$ cat src/rtl/aes_round_ctrl_if.sv
// Handshake and control bundle between the AES round sequencer and its user/datapath.
// master drives start and observes; slave is the sequencer itself.
interface aes_round_ctrl_if;
   logic       start;
   logic       state_en;
   logic       state_sel;
   logic       key_en;
   logic       key_sel;
   logic [7:0] rcon;
   logic [3:0] round;
   logic       last_round;
   logic       busy;
   logic       done;

   modport master (
      output start,
      input  state_en, state_sel, key_en, key_sel, rcon, round, last_round, busy, done
   );

   modport slave (
      input  start,
      output state_en, state_sel, key_en, key_sel, rcon, round, last_round, busy, done
   );
endinterface

$ cat src/rtl/aes_round_ctrl.sv
// Round sequencer for the round-based masked AES-128 core: load, wait for the S-box
// pipeline, commit each round, and generate rcon / last-round flag.
module aes_round_ctrl #(
   parameter int unsigned NR       = 10,
   parameter int unsigned SBOX_LAT = 4
) (
   input  logic             clk,
   input  logic             rst_n,
   aes_round_ctrl_if.slave  ctrl
);

   localparam int unsigned CntW     = (SBOX_LAT > 2) ? $clog2(SBOX_LAT) : 1;
   localparam logic [CntW-1:0] CntInit = CntW'((SBOX_LAT >= 2) ? (SBOX_LAT - 2) : 0);
   localparam logic [3:0]  LastRound = 4'(NR);
   localparam bit          NoWait    = (SBOX_LAT == 1);

   typedef enum logic [2:0] {StIdle, StLoad, StWait, StUpdate, StDone} state_e;

   state_e          state_q, state_d;
   logic [3:0]      round_q, round_d;
   logic [7:0]      rcon_q, rcon_d;
   logic [CntW-1:0] cnt_q, cnt_d;

   function automatic logic [7:0] xtime(input logic [7:0] x);
      return {x[6:0], 1'b0} ^ (x[7] ? 8'h1b : 8'h00);
   endfunction

   always_ff @(posedge clk or negedge rst_n) begin
      if (!rst_n) begin
         state_q <= StIdle;
         round_q <= 4'd0;
         rcon_q  <= 8'h01;
         cnt_q   <= '0;
      end else begin
         state_q <= state_d;
         round_q <= round_d;
         rcon_q  <= rcon_d;
         cnt_q   <= cnt_d;
      end
   end

   always_comb begin
      state_d = state_q;
      round_d = round_q;
      rcon_d  = rcon_q;
      cnt_d   = cnt_q;
      unique case (state_q)
         StIdle: begin
            if (ctrl.start) begin
               state_d = StLoad;
               round_d = 4'd0;
               rcon_d  = 8'h01;
            end
         end
         StLoad: begin
            round_d = 4'd1;
            rcon_d  = 8'h01;
            cnt_d   = CntInit;
            state_d = NoWait ? StUpdate : StWait;
         end
         StWait: begin
            if (cnt_q == '0) begin
               state_d = StUpdate;
            end else begin
               cnt_d = cnt_q - 1'b1;
            end
         end
         StUpdate: begin
            if (round_q == LastRound) begin
               state_d = StDone;
            end else begin
               round_d = round_q + 4'd1;
               rcon_d  = xtime(rcon_q);
               cnt_d   = CntInit;
               state_d = NoWait ? StUpdate : StWait;
            end
         end
         StDone: begin
            // Return round/rcon to their reset values so IDLE looks the same after every run.
            state_d = StIdle;
            round_d = 4'd0;
            rcon_d  = 8'h01;
         end
         default: state_d = StIdle;
      endcase
   end

   always_comb begin
      ctrl.state_en  = 1'b0;
      ctrl.state_sel = 1'b0;
      ctrl.key_en    = 1'b0;
      ctrl.key_sel   = 1'b0;
      ctrl.busy      = 1'b0;
      ctrl.done      = 1'b0;
      unique case (state_q)
         StLoad: begin
            ctrl.state_en = 1'b1;
            ctrl.key_en   = 1'b1;
            ctrl.busy     = 1'b1;
         end
         StWait: ctrl.busy = 1'b1;
         StUpdate: begin
            ctrl.state_en  = 1'b1;
            ctrl.state_sel = 1'b1;
            ctrl.key_en    = 1'b1;
            ctrl.key_sel   = 1'b1;
            ctrl.busy      = 1'b1;
         end
         StDone: ctrl.done = 1'b1;
         default: ;
      endcase
   end

   assign ctrl.round      = round_q;
   assign ctrl.rcon       = rcon_q;
   assign ctrl.last_round = ctrl.busy & (round_q == LastRound);

endmodule

$ cat src/flat_wrapper.sv
// flat-port wrapper written by rule: the top's interface ports become plain ports
module aes_round_ctrl_flat 
#(
   parameter int unsigned NR       = 10,
   parameter int unsigned SBOX_LAT = 4
)
  (clk, rst_n, ctrl_start, ctrl_state_en, ctrl_state_sel, ctrl_key_en, ctrl_key_sel, ctrl_rcon, ctrl_round, ctrl_last_round, ctrl_busy, ctrl_done);
  aes_round_ctrl_if ctrl_i ();
  input  logic clk;
  input  logic rst_n;
  input wire logic [$bits(ctrl_i.start)-1:0] ctrl_start;
  output wire logic [$bits(ctrl_i.state_en)-1:0] ctrl_state_en;
  output wire logic [$bits(ctrl_i.state_sel)-1:0] ctrl_state_sel;
  output wire logic [$bits(ctrl_i.key_en)-1:0] ctrl_key_en;
  output wire logic [$bits(ctrl_i.key_sel)-1:0] ctrl_key_sel;
  output wire logic [$bits(ctrl_i.rcon)-1:0] ctrl_rcon;
  output wire logic [$bits(ctrl_i.round)-1:0] ctrl_round;
  output wire logic [$bits(ctrl_i.last_round)-1:0] ctrl_last_round;
  output wire logic [$bits(ctrl_i.busy)-1:0] ctrl_busy;
  output wire logic [$bits(ctrl_i.done)-1:0] ctrl_done;
  assign ctrl_i.start = ctrl_start;
  assign ctrl_state_en = ctrl_i.state_en;
  assign ctrl_state_sel = ctrl_i.state_sel;
  assign ctrl_key_en = ctrl_i.key_en;
  assign ctrl_key_sel = ctrl_i.key_sel;
  assign ctrl_rcon = ctrl_i.rcon;
  assign ctrl_round = ctrl_i.round;
  assign ctrl_last_round = ctrl_i.last_round;
  assign ctrl_busy = ctrl_i.busy;
  assign ctrl_done = ctrl_i.done;
  aes_round_ctrl #(.NR(NR), .SBOX_LAT(SBOX_LAT)) u_core (.clk(clk), .rst_n(rst_n), .ctrl(ctrl_i));
endmodule
$ cat config.mk
export PLATFORM = sky130hd
export DESIGN_NAME = aes_round_ctrl_flat
export DESIGN_NICKNAME = d
export VERILOG_FILES = /design/src/rtl/aes_round_ctrl_if.sv /design/src/rtl/aes_round_ctrl.sv /design/src/flat_wrapper.sv
export SDC_FILE = /design/constraint.sdc
export NUM_CORES = 1
export LEC_CHECK = 0
export ABC_AREA = 1
export CELL_PAD_IN_SITES_DETAIL_PLACEMENT = 1
export CELL_PAD_IN_SITES_GLOBAL_PLACEMENT = 1
export CORE_MARGIN = 8
export CORE_UTILIZATION = 31
export DETAILED_ROUTE_END_ITERATION = 16
export PLACE_DENSITY = 0.84
export SYNTH_ARGS = -nofsm -noshare
export SYNTH_HDL_FRONTEND = slang
export SYNTH_SLANG_ARGS = --single-unit
$ cat constraint.sdc
create_clock -name clk -period 1.2 [get_ports clk]
set_input_delay 0.12 -clock clk [delete_from_list [all_inputs] [get_ports clk]]
set_output_delay 0.12 -clock clk [all_outputs]
set_load 0.005 [all_outputs]
* Yosys cells after proc, flatten, opt, wreduce, memory -nomap -nowiden
Index checks and enable logic that the tools add are counted.
Storage, ports and cells: logic and storage cells 47, bits in registers 17, output and inout bits 19
Cells by class: equal/unequal tests 9, add/subtract/negate cells 2, reductions and logical operators 12, bitwise logic cells 2, multiplexer cells 18
Operator list (count):
- $pmux W8 S3 | 1
- $mux W8 | 2
- $pmux W4 S4 | 1
- $pmux W3 S4 | 1
- $mux W3 | 3
- $reduce_and A3 Y1 | 3
- $mux W4 | 2
- $xor A8 B8 Y8 | 1
- $eq A3 B2 Y1 const B | 2
- $ne A2 B2 Y1 const B | 3
- $pmux W2 S3 | 1
- $reduce_bool A3 Y1 | 2
- $mux W5 | 1
- $add A4 B1 Y4 const B | 1
- $eq A4 B4 Y1 const B | 1
- $mux W1 | 4
- $mux W2 | 2
- $reduce_bool A4 Y1 | 1
- $reduce_or A2 Y1 | 2
- $eq A3 B1 Y1 const B | 1
- $eq A3 B3 Y1 const B | 1
- $logic_not A3 Y1 | 1
- $reduce_or A3 Y1 | 1
- $logic_not A2 Y1 | 1
- 4 further kinds | 4

* Logic depth before layout (Yosys ltp)
Gate-level depths: netlist (run 1).
word-level depth 4, mapped depth 9

* Worst setup path after synthesis (run 1)
Ideal clock, no wire load.
path kind reg2reg, start reg u_core.round_q[0] (netlist: u_core.ctrl.round[0]), end reg u_core.round_q[0] (netlist: u_core.ctrl.round[0]), setup slack -100 ps, required time 1084 ps, setup time 116 ps, arrival time 1183 ps, cell stages (with the launch flop) 10, path buffers 1, clock period less this slack 1300 ps, cell sequence dfrtp_1 inv_1 ha_1 nand2_1 nor2_1 nand2_1 nand3_2 buf_6 nand2_1 nand2_1
Between the ends: word-level cells in the longest chain between the ends 3, elaborated cells between the ends (all ways) 6
RTL lines:
- start, declared | line aes_round_ctrl.sv:20 | logic [3:0] round_q, round_d;
- start signal, assigned | line aes_round_ctrl.sv:36 | round_q <= round_d;
- $add A4 B1 Y4 or $eq A4 B4 Y1 (tied branches) | line aes_round_ctrl.sv:72, aes_round_ctrl.sv:69
- $mux W4 or $ne A2 B2 Y1 (tied branches)
- $pmux W4 S4 or $reduce_and A3 Y1 (tied branches)
Several ways; a longest one is shown, not always the timed one. The select of a mux whose other input is x is not followed. A chain may end at the register's enable or synchronous reset.

* Worst setup path after layout (run 1)
start reg u_core.state_q[1], end reg u_core.round_q[0] (netlist: u_core.ctrl.round[0])
Between the ends: word-level cells in the longest chain between the ends 3, elaborated cells between the ends (all ways) 9
RTL lines:
- start, declared | line aes_round_ctrl.sv:19 | state_e state_q, state_d;
- start signal, assigned | line aes_round_ctrl.sv:30 | state_q <= StIdle;
- start signal, assigned | line aes_round_ctrl.sv:35 | state_q <= state_d;
- $eq A3 B3 Y1, or another cell as far along | line aes_round_ctrl.sv:47 | unique case (state_q)
- $reduce_bool A4 Y1 (no line) or $ne A2 B2 Y1 (tied branches)
- $reduce_and A3 Y1 (no line)
Several ways; a longest one is shown, not always the timed one.

==> impl_metrics.toml, run 1 <==
[outcome]
status = "complete, but fails checks"
violations = "setup timing"

[die]
die_h_um = 70.9
die_x_um = 70.9
row_count = 20
die-area_mm2 = 0.00502
core_mm2 = 0.00295
start_util_pct = 31.6
ioPinCount = 22

[sta]
max-slew-margin-rel_pct = 81.1
tightest_slew_ns = 0.283
slew_violations = 0
rsz0062_at_grt = "yes"
fin_crit_ns = 1.46
fmax_mhz = 684
period_share_pct = 122
fin_worst_skew_ns = 0.00214
final-hold-violation-count = 0
finalWorstSetupSlack_ns = -0.262
finalSetupViolations = 26

[global_routing]
grt_pass1_vias = 1359
overflow = 0
grt_max_degree = 18
antenna_found_initial = 0
grt_pass1_wl_um = 7360
track_usage_pct = 19.6

[clocking]
clk_latency_ns = 0.32
cts_root_buf = "clkbuf_4"
cts.clk_slew.worst_paths_ns = 0.12
h-tree-depth = 1
cts_tree = "yes"
cts_made_buffers = 3
cts.path.max_buffers = 2
clock-sinks = 17
cts_hold_buffers = 0

[logic_synthesis]
syn_area_um2 = 933
ys_warn_count = 0
syn_inst = 120
synth_cell_types = 24
ys_ff_latch = 17
ys_seq_area_share_pct = 45.7
synthesis.nets = 126
syn_avg_cell_area_um2 = 7.78

[layout]
fin_cells = 223
drive_above_1_share_pct = 63.7
insertedDiodeCount = 0
final_nets = 197
area_growth_pct = 95.0
utilization_pct = 61.7
design_area_mm2 = 0.00182

[drt]
drt-wirelength-per-cell_um = 20.8
drt-vias-per-instance = 5.08
totalWireLength_um = 4630
dr.pass1.iters = 4
drc = 0
drt_iter0_markers = 57
antenna_left = 0
vias = 1132

[critical_path]
crit_path_max_fanout = 5
path_class = "flop to flop"
endpoint_kind = "flop"
max_stage_delay_ns = 0.45
crit_arrival_ns = 1.67
crit_slowest_cell = "dfrtp_2"
crit_family = "simple AND/OR/NAND/NOR gates"
startpoint_type = "flop"
critPathRequiredTime_ns = 1.41
crit_buf_inv = 3
critPathMostFrequentCell = "buf_6"
worstPathCellList = "buf_6 -> buf_6 -> nor2_4 -> buf_6 -> nand2_8 -> nand2_4 -> nor2_4 -> nand2_1 -> nand2_2"

[flow_run]
drv.max_cap_violation_count = 0

[power_and_ir_drop]
leakage_nw = 0.991
vdd_ir_drop_max_v = 0.000952
power_mw = 3.71
powerDensity_mw_per_mm2 = 2040

[placement]
globalplace.congestion = 0.848
dp.cells = 190
dpl.hpwl_um = 2180
postPlaceCellArea_mm2 = 0.00130
portBuffers = 21

[hold_path]
min_path_type = "input pin to async pin"
kinds of logic after synthesis:
| logic type | share of synthesized area [%] |
|---|---|
| AO/OA/AOI/OAI | 1.34 |
| XOR/XNOR | 3.75 |
| adder cells (fa/ha/maj) | 4.02 |
| buffers and inverters | 8.04 |
| flip-flops | 45.7 |
| AND/OR/NAND/NOR | 37.1 |
worst reg2reg max path: stages (launching register included):
cell and delay, ns:
dfrtp_2 0.45, buf_6 0.12, buf_6 0.11, nor2_4 0.12
buf_6 0.14, nand2_8 0.08, nand2_4 0.11, nor2_4 0.06
nand2_1 0.10, nand2_2 0.08
final timing paths:
path	from	endpoint	slack, ns	cells after the start
min	rst_n	u_core.state_q[2]	0.12	2
min in group clk	u_core.cnt_q[1]	u_core.cnt_q[1]	0.53	2
max in group asynchronous	rst_n	u_core.ctrl.rcon[0]	0.82	2
min reg2reg	u_core.cnt_q[1]	u_core.cnt_q[1]	0.53	2
max reg2reg	u_core.state_q[1]	u_core.ctrl.round[0]	-0.26	9
max	u_core.state_q[1]	u_core.ctrl.round[0]	-0.26	9
stage by stage:
step | setup TNS, ns | hold WS, ns | setup slack, ns
floorplan | -0.651 | -0.176 | -0.0710
global placement | -2.04 | 0.466 | -0.309
detailed placement | -3.36 | 0.475 | -0.350
CTS | -4.51 | 0.127 | -0.285
global route | -5.54 | 0.138 | -0.319
finish | -4.33 | 0.117 | -0.262
placed cells by master, fill, tap and decap left out, types with 2 or more instances in the layout:
master	synthesis	routed
buf_2	0	6
buf_4	3	28
buf_6	1	22
clkbuf_2	0	4
clkbuf_4	0	3
clkdlybuf4s50_1	0	2
dfrtp_1	16	14
dfrtp_2	0	2
dlygate4sd2_1	0	7
ha_1	3	2
inv_1	10	5
inv_2	1	2
inv_4	0	4
nand2_1	51	24
nand2_2	1	18
nand2_4	0	8
nand2_8	0	2
nand3_1	4	2
nand3_4	0	4
nand4_1	3	3
nor2_1	11	2
nor2_2	1	6
nor2_4	1	5
xnor2_1	2	2
xor2_1	2	2
cells in the mapped netlist:
cell type / number / area [µm²]
and2_1: 1 / 6.26
dfrtp_1: 16 / 400
buf_6: 1 / 11.3
nand2_2: 1 / 6.26
xor2_1: 2 / 17.5
nand3b_1: 1 / 7.51
a21oi_1: 1 / 5.00
buf_4: 3 / 22.5
o211ai_1: 1 / 7.51
or2_1: 1 / 6.26
nor2_1: 11 / 41.3
or2_2: 1 / 6.26
nor2_4: 1 / 11.3
ha_1: 3 / 37.5
nand3_2: 2 / 20.0
nand2_1: 51 / 191
dfstp_2: 1 / 26.3
nand4_1: 3 / 18.8
nor3_1: 1 / 5.00
inv_1: 10 / 37.5
inv_2: 1 / 3.75
nor2_2: 1 / 6.26
xnor2_1: 2 / 17.5
nand3_1: 4 / 20.0
layout make-up:
cell class	instances	area (µm²)
tap	33	41.3
sequential	17	429
clock buffer	3	22.5
clock inverter	1	7.51
inverter	11	51.3
timing repair buffer	69	589
multi-input combinational	89	679
fill	333	1130
power breakdown:
| group | internal, mW | switching (mW) | leakage, nW |
|---|---|---|---|
| clock network | 0.128 | 0.230 | 0.0139 |
| registers | 0.785 | 0.139 | 0.216 |
| logic | 1.17 | 1.25 | 0.761 |
| total | 2.09 | 1.62 | 0.991 |
state kept, by name, indices dropped and copies added (netlist names):
register / count
u_core.ctrl.rcon: 8
u_core.state_q: 3
u_core.cnt_q: 2
u_core.ctrl.round: 4
repair_timing:
action                                  CTS  global route
buffers inserted                         30             3
endpoints found under the setup margin   35            28
cloned                                    1             0
pin swaps                                29            18
resized for setup                       119            27
routing by layer:
metal  GRT usage (%)  share of wire, %  routed length (µm)  vias up
met3            4.80               3.8                 175       31
met2            35.4                55                2530       44
met5               0                 0                   0        -
met4            15.5               6.9                 320        0
met1            18.6                35                1600      551
li1                -                 -                   -      506
Power figures use the tool's default switching activity.
==> run 2: changes to the inputs <==
==> constraint.sdc (replaced) <==
create_clock -name clk -period 1.2 [get_ports clk]
set_input_delay 0.3 -clock clk [delete_from_list [all_inputs] [get_ports clk]]
set_output_delay 0.3 -clock clk [all_outputs]
set_load 0.005 [all_outputs]
==> impl_metrics.toml, run 2 (same netlist as run 1, synthesis figures left out) <==
[sta]
max-slew-margin-rel_pct = 81.2
fin_worst_skew_ns = 0.00149
period_share_pct = 142
final-hold-violation-count = 0
finalWorstSetupSlack_ns = -0.498
tightest_slew_ns = 0.281
hold_ws_ns = 0.304
rsz0062_at_grt = "yes"
fmax_mhz = 589
slew_violations = 0
finalSetupViolations = 29
fin_crit_ns = 1.70

[layout]
layout.cells.most_common_list = "buf_4 (37), buf_6 (29), nand2_2 (22)"
seq_area_um2 = 429
drive_above_1_share_pct = 70.0
area_growth_pct = 108
final_common_cell = "buf_4"
fin_cells = 233
largest_reg_flops = 8
fill_cells = 337
insertedDiodeCount = 0
multi_input_area_um2 = 698
final_nets = 207

[clocking]
clock-sinks = 17
cts_hold_buffers = 0
cts_made_buffers = 3
cts_root_buf = "clkbuf_4"
cts_tree = "yes"
cts.path.max_buffers = 2
cts.clk_slew.worst_paths_ns = 0.13
clk_latency_ns = 0.32
h-tree-depth = 1

[flow_run]
drv.max_cap_violation_count = 0

[drt]
dr.pass1.iters = 4
drc = 0
vias = 1224
drt-wirelength-per-cell_um = 23.7
drt_iter0_markers = 65
totalWireLength_um = 5510
antenna_left = 0
drt-vias-per-instance = 5.25

[die]
start_util_pct = 31.6
ioPinCount = 22
core_mm2 = 0.00295
die_h_um = 70.9
die_x_um = 70.9
row_count = 20
die-area_mm2 = 0.00502

[critical_path]
endpoint_kind = "output port"
crit_path_max_fanout = 2
startpoint_type = "flop"
crit_arrival_ns = 1.40
critPathRequiredTime_ns = 0.90
path_class = "flop to output port"

[outcome]
status = "complete, but fails checks"
violations = "setup timing"

[global_routing]
antenna_found_initial = 0
grt_max_degree = 18
grt_pass1_vias = 1396
grt_pass1_wl_um = 7650
overflow = 0
track_usage_pct = 20.2

[hold_path]
min_path_type = "input pin to async pin"

[power_and_ir_drop]
internal_power_mw = 2.15
power_frac_seq_pct = 24.2
p_switching_mw = 1.77
pwr-share-clk_pct = 9.5
vdd_ir_drop_max_v = 0.00114
swShare_pct = 45.1
leakage_nw = 1.06
power_mw = 3.92
powerDensity_mw_per_mm2 = 2020
pwr-share-comb_pct = 66.3

[placement]
globalplace.congestion = 0.859
portBuffers = 21
dpl.hpwl_um = 2410
dp.cells = 199
dpl_worst_slack_ns = -0.538
run 2: changes by cell type in the layout (fill, tap and decap cells not counted), moves of 2 or more:
cell / previous run / this run
nor2_2: 6 / 1
nor2_4: 5 / 8
buf_6: 22 / 29
buf_2: 6 / 10
nand2_1: 24 / 20
nor2_1: 2 / 4
buf_4: 28 / 37
nand2_2: 18 / 22
clkbuf_2: 4 / 0
dlygate4sd2_1: 7 / 0
run 2: worst max-delay path: stages, from the launching register on:
cell and delay [ns]:
dfrtp_1 0.42, inv_2 0.08, ha_4 0.14, nand3b_1 0.12, nor3_2 0.15, buf_2 0.16
run 2: through the flow:
step           util (%)  setup TNS (ns)  area [µm²]
6_report           65.8           -7.37        1940
5_1_grt            65.8           -8.72        1940
4_1_cts            58.6           -5.99        1730
3_5_place_dp       46.9           -7.19        1380
3_3_place_gp       46.9           -5.84        1380
2_1_floorplan         -          -0.695         936
run 2: final cells by class:
class | instances | area share [%]
Clock inverter | 1 | 0.257
Clock buffer | 3 | 1.16
Multi-Input combinational cell | 89 | 35.9
Inverter | 11 | 2.77
Sequential cell | 17 | 22.1
Tap cell | 33 | 2.12
Timing Repair Buffer | 79 | 35.7
run 2: worst paths after layout:
path,startpoint,depth (start not counted),slack [ns],to
max,u_core.ctrl.round[0],5,-0.50,ctrl_last_round
min,rst_n,2,0.30,u_core.ctrl.round[2]
max reg2reg,u_core.ctrl.round[0],9,-0.31,u_core.ctrl.rcon[1]
min reg2reg,u_core.cnt_q[1],2,0.55,u_core.cnt_q[1]
max in group asynchronous,rst_n,2,0.68,u_core.ctrl.rcon[0]
min in group clk,u_core.cnt_q[1],2,0.55,u_core.cnt_q[1]
run 2: timing repair:
action,4_1_cts,5_1_grt
endpoints found under the setup margin,35,29
resized for setup,122,65
gates cloned,1,0
setup buffers,39,14
pin swaps,16,34
run 2: metal layers:
| metal | track usage (%) | part of all wire [%] | up-vias | wire, µm |
|---|---|---|---|---|
| met5 | 0 | 0 | - | 0 |
| met4 | 12.2 | 5.6 | 0 | 308 |
| met3 | 2.12 | 3.0 | 27 | 166 |
| met2 | 39.6 | 55 | 44 | 3010 |
| met1 | 19.7 | 37 | 621 | 2030 |
| li1 | - | - | 532 | - |
run 2: power by group through the flow:
stage          Sequential [mW]  Clock, mW  Combinational (mW)
6_report                 0.951      0.371                2.60
5_1_grt                  0.977      0.387                2.77
4_1_cts                  0.900      0.338                1.97
3_5_place_dp             0.923          0                1.70
3_3_place_gp             0.909          0                1.58
2_1_floorplan            0.989          0               0.691
